<file path="src/rtl/ahb_pkg.sv">
// Shared AHB encodings and the master FSM state type.
package ahb_pkg;

  localparam logic [1:0] HTRANS_IDLE   = 2'b00;
  localparam logic [1:0] HTRANS_BUSY   = 2'b01;
  localparam logic [1:0] HTRANS_NONSEQ = 2'b10;
  localparam logic [1:0] HTRANS_SEQ    = 2'b11;

  localparam logic HRESP_OKAY  = 1'b0;
  localparam logic HRESP_ERROR = 1'b1;

  typedef enum logic [2:0] {
    StIdle,
    StBusreq,
    StAddr,
    StData,
    StSplitWait,
    StResp
  } mst_state_e;

endpackage

</file>
<file path="src/rtl/ahb_master_if_if.sv">
// Command port plus AHB master-side bus signals; "master" is the DUT view.
interface ahb_master_if_if #(
  parameter int unsigned ADDR_W = 32,
  parameter int unsigned DATA_W = 32
);
  logic              req_valid;
  logic              req_ready;
  logic              req_write;
  logic [ADDR_W-1:0] req_addr;
  logic [DATA_W-1:0] req_wdata;
  logic              rsp_valid;
  logic [DATA_W-1:0] rsp_rdata;
  logic              rsp_err;
  logic              hbusreq;
  logic              hgrant;
  logic [ADDR_W-1:0] haddr;
  logic [1:0]        htrans;
  logic              hwrite;
  logic [DATA_W-1:0] hwdata;
  logic [DATA_W-1:0] hrdata;
  logic              hready;
  logic              hresp;
  logic              hsplit;
  logic              hsplit_done;

  modport master (
    input  req_valid, req_write, req_addr, req_wdata,
    output req_ready, rsp_valid, rsp_rdata, rsp_err,
    output hbusreq, haddr, htrans, hwrite, hwdata,
    input  hgrant, hrdata, hready, hresp, hsplit, hsplit_done
  );

  modport slave (
    output req_valid, req_write, req_addr, req_wdata,
    input  req_ready, rsp_valid, rsp_rdata, rsp_err,
    input  hbusreq, haddr, htrans, hwrite, hwdata,
    output hgrant, hrdata, hready, hresp, hsplit, hsplit_done
  );
endinterface

</file>
<file path="src/rtl/ahb_wait_timer.sv">
// Saturating cycle counter; term flags the cycle whose count reaches TIMEOUT.
module ahb_wait_timer #(
  parameter int unsigned TIMEOUT = 16
) (
  input  logic clk,
  input  logic rst_n,
  input  logic clr,
  input  logic en,
  output logic term
);
  localparam int unsigned    CntW = $clog2(TIMEOUT + 1);
  localparam logic [CntW-1:0] Max = CntW'(TIMEOUT);

  logic [CntW-1:0] cnt_q, cnt_d;

  always_comb begin
    cnt_d = cnt_q;
    if (clr) begin
      cnt_d = '0;
    end else if (en && (cnt_q != Max)) begin
      cnt_d = cnt_q + CntW'(1);
    end
  end

  // Looks at the next count so the abort lands on the TIMEOUT-th stalled cycle.
  assign term = (cnt_d == Max);

  always_ff @(posedge clk or negedge rst_n) begin
    if (!rst_n) begin
      cnt_q <= '0;
    end else begin
      cnt_q <= cnt_d;
    end
  end

endmodule

</file>
<file path="src/rtl/ahb_master_if.sv">
// Single-transfer AHB master: bus request, NONSEQ address, data phase with
// wait/error/split handling, one response per command.
module ahb_master_if
  import ahb_pkg::*;
#(
  parameter int unsigned ADDR_W    = 32,
  parameter int unsigned DATA_W    = 32,
  parameter int unsigned TIMEOUT   = 16,
  parameter int unsigned MAX_SPLIT = 3
) (
  input logic              hclk,
  input logic              hresetn,
  ahb_master_if_if.master  bus
);
  localparam int unsigned SplitW = $clog2(MAX_SPLIT + 2);

  mst_state_e        state_q, state_d;
  logic              cmd_write_q, cmd_write_d;
  logic [ADDR_W-1:0] cmd_addr_q, cmd_addr_d;
  logic [DATA_W-1:0] cmd_wdata_q, cmd_wdata_d;
  logic [SplitW-1:0] split_cnt_q, split_cnt_d;
  logic              hbusreq_q, hbusreq_d;
  logic [ADDR_W-1:0] haddr_q, haddr_d;
  logic [1:0]        htrans_q, htrans_d;
  logic              hwrite_q, hwrite_d;
  logic [DATA_W-1:0] hwdata_q, hwdata_d;
  logic              rsp_valid_q, rsp_valid_d;
  logic [DATA_W-1:0] rsp_rdata_q, rsp_rdata_d;
  logic              rsp_err_q, rsp_err_d;
  logic              timer_clr, timer_en, timer_term;

  ahb_wait_timer #(
    .TIMEOUT(TIMEOUT)
  ) u_wait_timer (
    .clk  (hclk),
    .rst_n(hresetn),
    .clr  (timer_clr),
    .en   (timer_en),
    .term (timer_term)
  );

  always_comb begin
    state_d     = state_q;
    cmd_write_d = cmd_write_q;
    cmd_addr_d  = cmd_addr_q;
    cmd_wdata_d = cmd_wdata_q;
    split_cnt_d = split_cnt_q;
    hbusreq_d   = hbusreq_q;
    haddr_d     = haddr_q;
    htrans_d    = htrans_q;
    hwrite_d    = hwrite_q;
    hwdata_d    = hwdata_q;
    rsp_valid_d = 1'b0;
    rsp_rdata_d = rsp_rdata_q;
    rsp_err_d   = rsp_err_q;
    timer_clr   = 1'b0;
    timer_en    = 1'b0;

    unique case (state_q)
      StIdle: begin
        if (bus.req_valid) begin
          cmd_write_d = bus.req_write;
          cmd_addr_d  = bus.req_addr;
          cmd_wdata_d = bus.req_wdata;
          split_cnt_d = '0;
          hbusreq_d   = 1'b1;
          state_d     = StBusreq;
        end
      end
      StBusreq: begin
        if (bus.hgrant && bus.hready) begin
          haddr_d  = cmd_addr_q;
          hwrite_d = cmd_write_q;
          htrans_d = HTRANS_NONSEQ;
          state_d  = StAddr;
        end
      end
      StAddr: begin
        if (bus.hready) begin
          htrans_d  = HTRANS_IDLE;
          hbusreq_d = 1'b0;
          if (cmd_write_q) hwdata_d = cmd_wdata_q;
          timer_clr = 1'b1;
          state_d   = StData;
        end
      end
      StData: begin
        if (bus.hsplit) begin
          split_cnt_d = split_cnt_q + SplitW'(1);
          state_d     = StSplitWait;
        end else if (bus.hready && (bus.hresp == HRESP_ERROR)) begin
          rsp_err_d   = 1'b1;
          rsp_valid_d = 1'b1;
          state_d     = StResp;
        end else if (bus.hready) begin
          rsp_err_d   = 1'b0;
          if (!cmd_write_q) rsp_rdata_d = bus.hrdata;
          rsp_valid_d = 1'b1;
          state_d     = StResp;
        end else begin
          timer_en = 1'b1;
          if (timer_term) begin
            rsp_err_d   = 1'b1;
            rsp_valid_d = 1'b1;
            state_d     = StResp;
          end
        end
      end
      StSplitWait: begin
        hbusreq_d = 1'b0;
        htrans_d  = HTRANS_IDLE;
        if (split_cnt_q > SplitW'(MAX_SPLIT)) begin
          rsp_err_d   = 1'b1;
          rsp_valid_d = 1'b1;
          state_d     = StResp;
        end else if (bus.hsplit_done) begin
          hbusreq_d = 1'b1;
          state_d   = StBusreq;
        end
      end
      StResp: begin
        state_d = StIdle;
      end
      default: begin
        state_d = StIdle;
      end
    endcase
  end

  always_ff @(posedge hclk or negedge hresetn) begin
    if (!hresetn) begin
      state_q     <= StIdle;
      cmd_write_q <= 1'b0;
      cmd_addr_q  <= '0;
      cmd_wdata_q <= '0;
      split_cnt_q <= '0;
      hbusreq_q   <= 1'b0;
      haddr_q     <= '0;
      htrans_q    <= HTRANS_IDLE;
      hwrite_q    <= 1'b0;
      hwdata_q    <= '0;
      rsp_valid_q <= 1'b0;
      rsp_rdata_q <= '0;
      rsp_err_q   <= 1'b0;
    end else begin
      state_q     <= state_d;
      cmd_write_q <= cmd_write_d;
      cmd_addr_q  <= cmd_addr_d;
      cmd_wdata_q <= cmd_wdata_d;
      split_cnt_q <= split_cnt_d;
      hbusreq_q   <= hbusreq_d;
      haddr_q     <= haddr_d;
      htrans_q    <= htrans_d;
      hwrite_q    <= hwrite_d;
      hwdata_q    <= hwdata_d;
      rsp_valid_q <= rsp_valid_d;
      rsp_rdata_q <= rsp_rdata_d;
      rsp_err_q   <= rsp_err_d;
    end
  end

  assign bus.req_ready = (state_q == StIdle);
  assign bus.rsp_valid = rsp_valid_q;
  assign bus.rsp_rdata = rsp_rdata_q;
  assign bus.rsp_err   = rsp_err_q;
  assign bus.hbusreq   = hbusreq_q;
  assign bus.haddr     = haddr_q;
  assign bus.htrans    = htrans_q;
  assign bus.hwrite    = hwrite_q;
  assign bus.hwdata    = hwdata_q;

endmodule

</file>
<file path="src/flat_wrapper.sv">
// flat-port wrapper written by rule: the top's interface ports become plain ports
module ahb_master_if_flat import ahb_pkg::*;
#(
  parameter int unsigned ADDR_W    = 32,
  parameter int unsigned DATA_W    = 32,
  parameter int unsigned TIMEOUT   = 16,
  parameter int unsigned MAX_SPLIT = 3
)
  (hclk, hresetn, bus_req_valid, bus_req_write, bus_req_addr, bus_req_wdata, bus_req_ready, bus_rsp_valid, bus_rsp_rdata, bus_rsp_err, bus_hbusreq, bus_haddr, bus_htrans, bus_hwrite, bus_hwdata, bus_hgrant, bus_hrdata, bus_hready, bus_hresp, bus_hsplit, bus_hsplit_done);
  ahb_master_if_if #(.ADDR_W(ADDR_W), .DATA_W(DATA_W)) bus_i ();
  input logic hclk;
  input logic hresetn;
  input wire logic [$bits(bus_i.req_valid)-1:0] bus_req_valid;
  input wire logic [$bits(bus_i.req_write)-1:0] bus_req_write;
  input wire logic [$bits(bus_i.req_addr)-1:0] bus_req_addr;
  input wire logic [$bits(bus_i.req_wdata)-1:0] bus_req_wdata;
  output wire logic [$bits(bus_i.req_ready)-1:0] bus_req_ready;
  output wire logic [$bits(bus_i.rsp_valid)-1:0] bus_rsp_valid;
  output wire logic [$bits(bus_i.rsp_rdata)-1:0] bus_rsp_rdata;
  output wire logic [$bits(bus_i.rsp_err)-1:0] bus_rsp_err;
  output wire logic [$bits(bus_i.hbusreq)-1:0] bus_hbusreq;
  output wire logic [$bits(bus_i.haddr)-1:0] bus_haddr;
  output wire logic [$bits(bus_i.htrans)-1:0] bus_htrans;
  output wire logic [$bits(bus_i.hwrite)-1:0] bus_hwrite;
  output wire logic [$bits(bus_i.hwdata)-1:0] bus_hwdata;
  input wire logic [$bits(bus_i.hgrant)-1:0] bus_hgrant;
  input wire logic [$bits(bus_i.hrdata)-1:0] bus_hrdata;
  input wire logic [$bits(bus_i.hready)-1:0] bus_hready;
  input wire logic [$bits(bus_i.hresp)-1:0] bus_hresp;
  input wire logic [$bits(bus_i.hsplit)-1:0] bus_hsplit;
  input wire logic [$bits(bus_i.hsplit_done)-1:0] bus_hsplit_done;
  assign bus_i.req_valid = bus_req_valid;
  assign bus_i.req_write = bus_req_write;
  assign bus_i.req_addr = bus_req_addr;
  assign bus_i.req_wdata = bus_req_wdata;
  assign bus_req_ready = bus_i.req_ready;
  assign bus_rsp_valid = bus_i.rsp_valid;
  assign bus_rsp_rdata = bus_i.rsp_rdata;
  assign bus_rsp_err = bus_i.rsp_err;
  assign bus_hbusreq = bus_i.hbusreq;
  assign bus_haddr = bus_i.haddr;
  assign bus_htrans = bus_i.htrans;
  assign bus_hwrite = bus_i.hwrite;
  assign bus_hwdata = bus_i.hwdata;
  assign bus_i.hgrant = bus_hgrant;
  assign bus_i.hrdata = bus_hrdata;
  assign bus_i.hready = bus_hready;
  assign bus_i.hresp = bus_hresp;
  assign bus_i.hsplit = bus_hsplit;
  assign bus_i.hsplit_done = bus_hsplit_done;
  ahb_master_if #(.ADDR_W(ADDR_W), .DATA_W(DATA_W), .TIMEOUT(TIMEOUT), .MAX_SPLIT(MAX_SPLIT)) u_core (.hclk(hclk), .hresetn(hresetn), .bus(bus_i));
endmodule
</file>
<file path="config.mk">
export PLATFORM = sky130hd
export DESIGN_NAME = ahb_master_if_flat
export DESIGN_NICKNAME = d
export VERILOG_FILES = /design/src/rtl/ahb_pkg.sv /design/src/rtl/ahb_master_if_if.sv /design/src/rtl/ahb_wait_timer.sv /design/src/rtl/ahb_master_if.sv /design/src/flat_wrapper.sv
export SDC_FILE = /design/constraint.sdc
export NUM_CORES = 1
export LEC_CHECK = 0
export ABC_AREA = 1
export CAP_MARGIN = 5
export CORE_ASPECT_RATIO = 1.75
export CORE_MARGIN = 2
export CORE_UTILIZATION = 38
export DETAILED_ROUTE_END_ITERATION = 6
export MAX_ROUTING_LAYER = met4
export PLACE_DENSITY_LB_ADDON = 0.08
export SLEW_MARGIN = 0
export SYNTH_ARGS = -nofsm -noshare
export SYNTH_HDL_FRONTEND = slang
export SYNTH_SLANG_ARGS = --single-unit
</file>
<file path="constraint.sdc">
create_clock -name hclk -period 2.73 [get_ports hclk]
set_clock_uncertainty 0.1 [all_clocks]
set_input_delay 0.819 -clock hclk [delete_from_list [all_inputs] [get_ports hclk]]
set_output_delay 0.819 -clock hclk [all_outputs]
set_load 0.01 [all_outputs]
</file>
# Yosys cells after proc, flatten, opt, wreduce, memory -nomap -nowiden
# Cells that the tools add are included.
[op_classes] n_reduce_logical=17 n_bitwise=3 n_eq_ne=15 n_mux=41 magnitude_cmp=1 n_addsub=2
[ops] operator="$mux W3" count=11
[ops] operator="$mux W1" count=20
[ops] operator="$pmux W3 S5" count=1
[ops] operator="$reduce_and A3 Y1" count=4
[ops] operator="$mux W5" count=2
[ops] operator="$reduce_and A5 Y1" count=2
[ops] operator="$ne A2 B2 Y1 const B" count=4
[ops] operator="$eq A3 B2 Y1 const B" count=2
[ops] operator="$pmux W2 S3" count=1
[ops] operator="$pmux W3 S2" count=1
[ops] operator="$reduce_bool A3 Y1" count=2
[ops] operator="$add A5 B1 Y5 const B" count=1
[ops] operator="$eq A5 B5 Y1 const B" count=1
[ops] operator="$ne A5 B3 Y1 const B" count=1
[ops] operator="$ne A5 B5 Y1 const B" count=1
[ops] operator="$mux W2" count=2
[ops] operator="$ne A2 B1 Y1 const B" count=2
[ops] operator="$ne A4 B2 Y1 const B" count=1
[ops] operator="$pmux W1 S2" count=2
[ops] operator="$reduce_and A2 Y1" count=2
[ops] operator="$reduce_and A4 Y1" count=1
[ops] operator="$reduce_bool A2 Y1" count=2
[ops] operator="$add A3 B1 Y3 const B" count=1
[ops] operator="$eq A3 B1 Y1 const B" count=1
[ops] operator="7 further kinds" count=11
[word_totals] output_inout_bits=103 reg_bits=178 in_bits=105

# Longest topological paths before layout
[depth] ltp_word=13 mapped_depth=16 depth_no_buf=16

# Hierarchy
# Synthesis repeated with hierarchy kept, for this count alone.
[unflattened] cells_unflattened=799 hier_area_um2=7135.6
[modules_own_cells] mod="ahb_master_if" cells_each=750 seq_area_each_um2=4304.1 area_per_inst_um2=6799.0 n_inst=1
[modules_own_cells] mod="ahb_wait_timer" cells_each=49 seq_area_each_um2=125.1 area_per_inst_um2=336.6 n_inst=1

# Worst setup path after synthesis
# Ideal clock, no wire load.
[synth_path] kind="input -> register" start="in bus_hready" end="reg u_core.state_q[0]" setup_slack_ps=723 cell_stages=14 setup_time_ps=122 t_arrival_ps=1785 t_required_ps=2508 n_path_buf=0 path_cell_list="inv_2 > nand2_1 > nor2_4 > nand2_1 > nand2_1 > inv_1 > nand2_1 > nand2_1 > nor2_2 > nand2_2 > nand2_2 > nand2_2 > nand2_1 > o21ai_2"
[synth_between] elab_chain_cells=10 word_cells_on_any_way=20
[synth_lines] item="from (decl)" line="flat_wrapper.sv:28" rtl="input wire logic [$bits(bus_i.hready)-1:0] bus_hready;"
[synth_lines] item="$mux W1 or $logic_and A1 B1 Y1 (tied branches)" line="ahb_master_if.sv:95, ahb_master_if.sv:91"
[synth_lines] item="$mux W1" line="ahb_master_if.sv:91" rtl="end else if (bus.hready && (bus.hresp == HRESP_ERROR)) begin"
[synth_lines] item="$mux W1" line="ahb_master_if.sv:88" rtl="if (bus.hsplit) begin"
[synth_lines] item="$mux W1" line="ahb_master_if.sv:59" rtl="unique case (state_q)"
[synth_lines] item="$logic_and A1 B1 Y1" line="ahb_wait_timer.sv:20" rtl="end else if (en && (cnt_q != Max)) begin"
[synth_lines] item="$mux W5" line="ahb_wait_timer.sv:20"
[synth_lines] item="$mux W5" line="ahb_wait_timer.sv:18" rtl="if (clr) begin"
[synth_lines] item="$eq A5 B5 Y1" line="ahb_wait_timer.sv:26" rtl="assign term = (cnt_d == Max);"
[synth_lines] item="$ne A5 B3 Y1 (no source line)"
[synth_lines] item="$reduce_and A5 Y1 (no source line)"
[synth_lines] item="to (signal assigned)" line="ahb_master_if.sv:132" rtl="state_q <= StIdle;"
[synth_lines] item="to (signal assigned)" line="ahb_master_if.sv:146" rtl="state_q <= state_d;"
[synth_lines] item="to (decl)" line="ahb_master_if.sv:17" rtl="mst_state_e state_q, state_d;"
# Several ways; a longest one is shown, not always the timed one.
# A chain may end at the register's enable or synchronous reset.

# Final worst setup path
[layout_path] start="reg u_core.state_q[0]" end="out bus_req_ready"
[layout_between] elab_chain_cells=1
[layout_lines] item="$logic_not A3 Y1" line="ahb_master_if.sv:162" rtl="assign bus.req_ready = (state_q == StIdle);"
[layout_lines] item="to (decl)" line="flat_wrapper.sv:17" rtl="output wire logic [$bits(bus_i.req_ready)-1:0] bus_req_ready;"
# Every way passes these cells.

==> metrics.md <==
| Metric | Value |
|---|---|
| Area Overhead vs Synth | `42.4%` |
| CP Cell Sequence | `nor2_2 -> inv_1 -> nor2_2 -> dlygate4sd2_1` |
| I/O Buffers | `slightly above 200` |
| Final worst slack | `around 0.29 ns` |
| # H-tree levels | `4` |
| Final instance area | `10,000 um2` |
| PwrDens | `between 1000 and 1500 nW/um2` |
| Critical Path RT | `1.81 ns` |
| Nets | `between 900 and 1,000` |
| Die H | `approximately 180 um` |
| Multi-input gate area | `2170 um2` |
| Total wire length | `around 17,000 um` |
| Ys flop type | `dfrtp_1` |
| Final period util | `about nine tenths` |
| Most common cell in the netlist | `nand2_1` |
| Number of global-route vias before repair | `~5,500` |
| Mapped Avg Cell Area | `10.4 um2` |
| Latest clock arrival within the worst-skew pair | `0.41 ns` |
| Crit path DAT | `1.52 ns` |
| Layout cell share with drive strength beyond 1 | `13.1%` |
| Top-area cell type share of the netlist area | `between 60% and 70%` |
| Total GRT Usage | `18.3%` |
| FP Rows | `65` |
| Worst-margin pin slew | `0.561 ns` |
| Net count after synthesis | `782` |
| FMAX | `0.409 GHz` |
| Sink Count | `177` |
| Wire per inst | `about 15 um` |
| Post-synth EDFFs | `0` |
| Highest cell delay on the worst timing path | `0.45 ns` |
| Sequential area share after synthesis | `~63%` |
| TritonRoute pass-1 iters | `4` |
| ANT cells | `0` |
| RSZ-0062 raised after global routing | `false` |
| Leakage | `roughly 0.0047 uW` |
| Final Hold Fails | `0` |
| DR vias | `5,235` |
| Grt total ovfl | `0` |
| Post-Place Cell Area | `approximately 9400 um2` |
| Top cell family by delay on the critical path | `flip-flops` |
| Total power | `between 10,000 and 15,000 uW` |
| Pin count of the biggest net entering global routing | `between 70 and 80` |
| CP max stage cell | `dfrtp_2` |
| Cell Area, Synth | `roughly 7000 um2` |
| Setup-failing EPs final | `0` |
| WL met3 | `935 um` |
| Worst path bufs/invs | `2` |
| Max Buffers Root-to-Sink | `2` |
| Final HPWL DP | `12,300 um` |
| Outcome | `finished, final reports clean` |
| Slew Viols, Final | `0` |
| Startpoint Class | `flip-flop` |
| Met2 wire len | `9090 um` |
| Fillers | `1,650` |
| Drt drc | `0` |
| Critical-path maximum fanout | `5` |
| Syn Inst Count | `673` |
| Via density | `4.65` |
| CTS hold repair buffers | `0` |
| Starting DRT DRC Count | `between 200 and 250` |
| Worst hold path type | `primary input to async pin` |
| MaxCap Viol Count | `0` |
| Most used cell, CP | `nor2_2` |
| Die Wd | `between 100 and 150 um` |
| DP Worst Slack | `-0.0623 ns` |
| CTS tree | `done` |
| Die area | `19,600 um2` |
| Critical R2R Launch | `u_core.u_wait_timer.cnt_q[0]$_DFF_PN0_` |
| Number of buffers created by CTS | `17` |
| Final critical-path required period | `2.44 ns` |
| Synth cell types | `35` |
| Yosys warns | `0` |
| Critical path origin | `u_core.state_q[0]$_DFFE_PN0P_` |
| Root buf cell | `clkbuf_16` |
| Seq cells post-synth | `177` |
| CP endpoint kind | `primary output` |
| Synth area leaders | `dfrtp_1 63%, nand2_1 9.5%, mux2_2 6.6%, o21ai_0 4.4%, inv_1 3.8%` |
| Highest Signal Layer | `met4` |
| Post-synth ARST share | `100%` |
| Routed Antenna Nets | `0` |
| Critical path type | `flip-flop to primary output` |
| CTS clock-pin slew for the worst setup and hold paths | `about 0.060 ns` |
| Post-synth top cells | `178 x nand2_1, 177 x dfrtp_1, 72 x inv_1` |
| Register Area | `4430 um2` |
| Global-route wire length before repair | `27,400 um` |
| Yosys top cell by area | `dfrtp_1` |
| Slew headroom | `between 60% and 70%` |
| IO Count | `around 210` |
| Reg-to-reg slack, setup | `approximately 0.67 ns` |
| Starting Density | `just under 40%` |
| Met1 Routed Length | `roughly 6600 um` |
| Initial antenna violation count | `0` |
| Routability congestion estimate from global placement | `~0.90` |
| Core area | `~18,000 um2` |
| Final Core Density | `55.4%` |
| VDD IR max | `around 0.53 mV` |
[per-layer routing]
metal | track usage, % | vias up
met5 | - | -
met4 | 6.03 | 0
met3 | 4.50 | 19
met2 | 32.6 | 159
met1 | 19.8 | 2507
li1 | - | 2550
[path summary, 6_finish.rpt]
path	to	cells past startpoint
worst max-delay path	bus_req_ready	4
worst min-delay path	u_core.split_cnt_q[1]$_DFFE_PN0P_	1
worst max register to register	u_core.bus.rsp_err$_DFFE_PN0P_	14
worst min register to register	u_core.cmd_wdata_q[18]$_DFFE_PN0P_	2
max in group asynchronous	u_core.bus.rsp_rdata[13]$_DFFE_PN0P_	2
min in group hclk	u_core.cmd_wdata_q[18]$_DFFE_PN0P_	2
[layout by cell type, fill, tap and decap left out, types with 4 or more instances in the layout]
cell and instances:
buf_12 6, buf_4 7, clkbuf_16 17, clkdlybuf4s50_1 204, dfrtp_1 175, ha_1 4
inv_1 72, inv_2 6, mux2_1 8, mux2_2 41, nand2_1 177, nand2_2 9
nand3_1 11, nor2_1 8, nor2_2 5, o21ai_0 62, o21ai_1 40
[power by group]
| group | switching (uW) | internal [uW] | total, uW |
|---|---|---|---|
| logic | 1930 | 1990 | 3920 |
| registers | 579 | 3760 | 4340 |
| clock network | 963 | 1460 | 2420 |
[sequential cells by signal, indices dropped and copies added, names as in the netlist, 3 cells and up]
signal,cells
u_core.bus.haddr,32
u_core.bus.hwdata,32
u_core.bus.rsp_rdata,32
u_core.cmd_addr_q,32
u_core.cmd_wdata_q,32
u_core.u_wait_timer.cnt_q,5
u_core.split_cnt_q,3
u_core.state_q,3
[through the flow]
stage / hold slack [ns] / TNS, ns / cells
after floorplan: 0.335 / 0 / 673
after global placement: 0.347 / 0 / 1097
after detailed placement: 0.351 / -0.115 / 1097
after CTS: 0.289 / 0 / 1127
after global routing: 0.302 / 0 / 1127
final: 0.279 / 0 / 1127
[kinds of logic after synthesis]
family,synth area share [%]
buf+inv,6.21
other cells,0.0534
mux,7.85
simple gates,13.6
flops,63.0
compound gates,8.58
fa+ha+maj,0.712
[layout make-up]
type	instances	area share, %
timing repair buffer	219	22.3
clock inverter	9	1.35
clock buffer	21	4.50
multi-input combinational	389	21.7
tap	234	2.93
sequential	177	44.3
inverter	78	2.93
[repair_timing]
item                                    in CTS  in global routing
endpoints found under the setup margin       1                  0
resized for setup                            4                  0
buffers inserted                             0                  0
No activity file was read; power rests on OpenSTA's default activity.
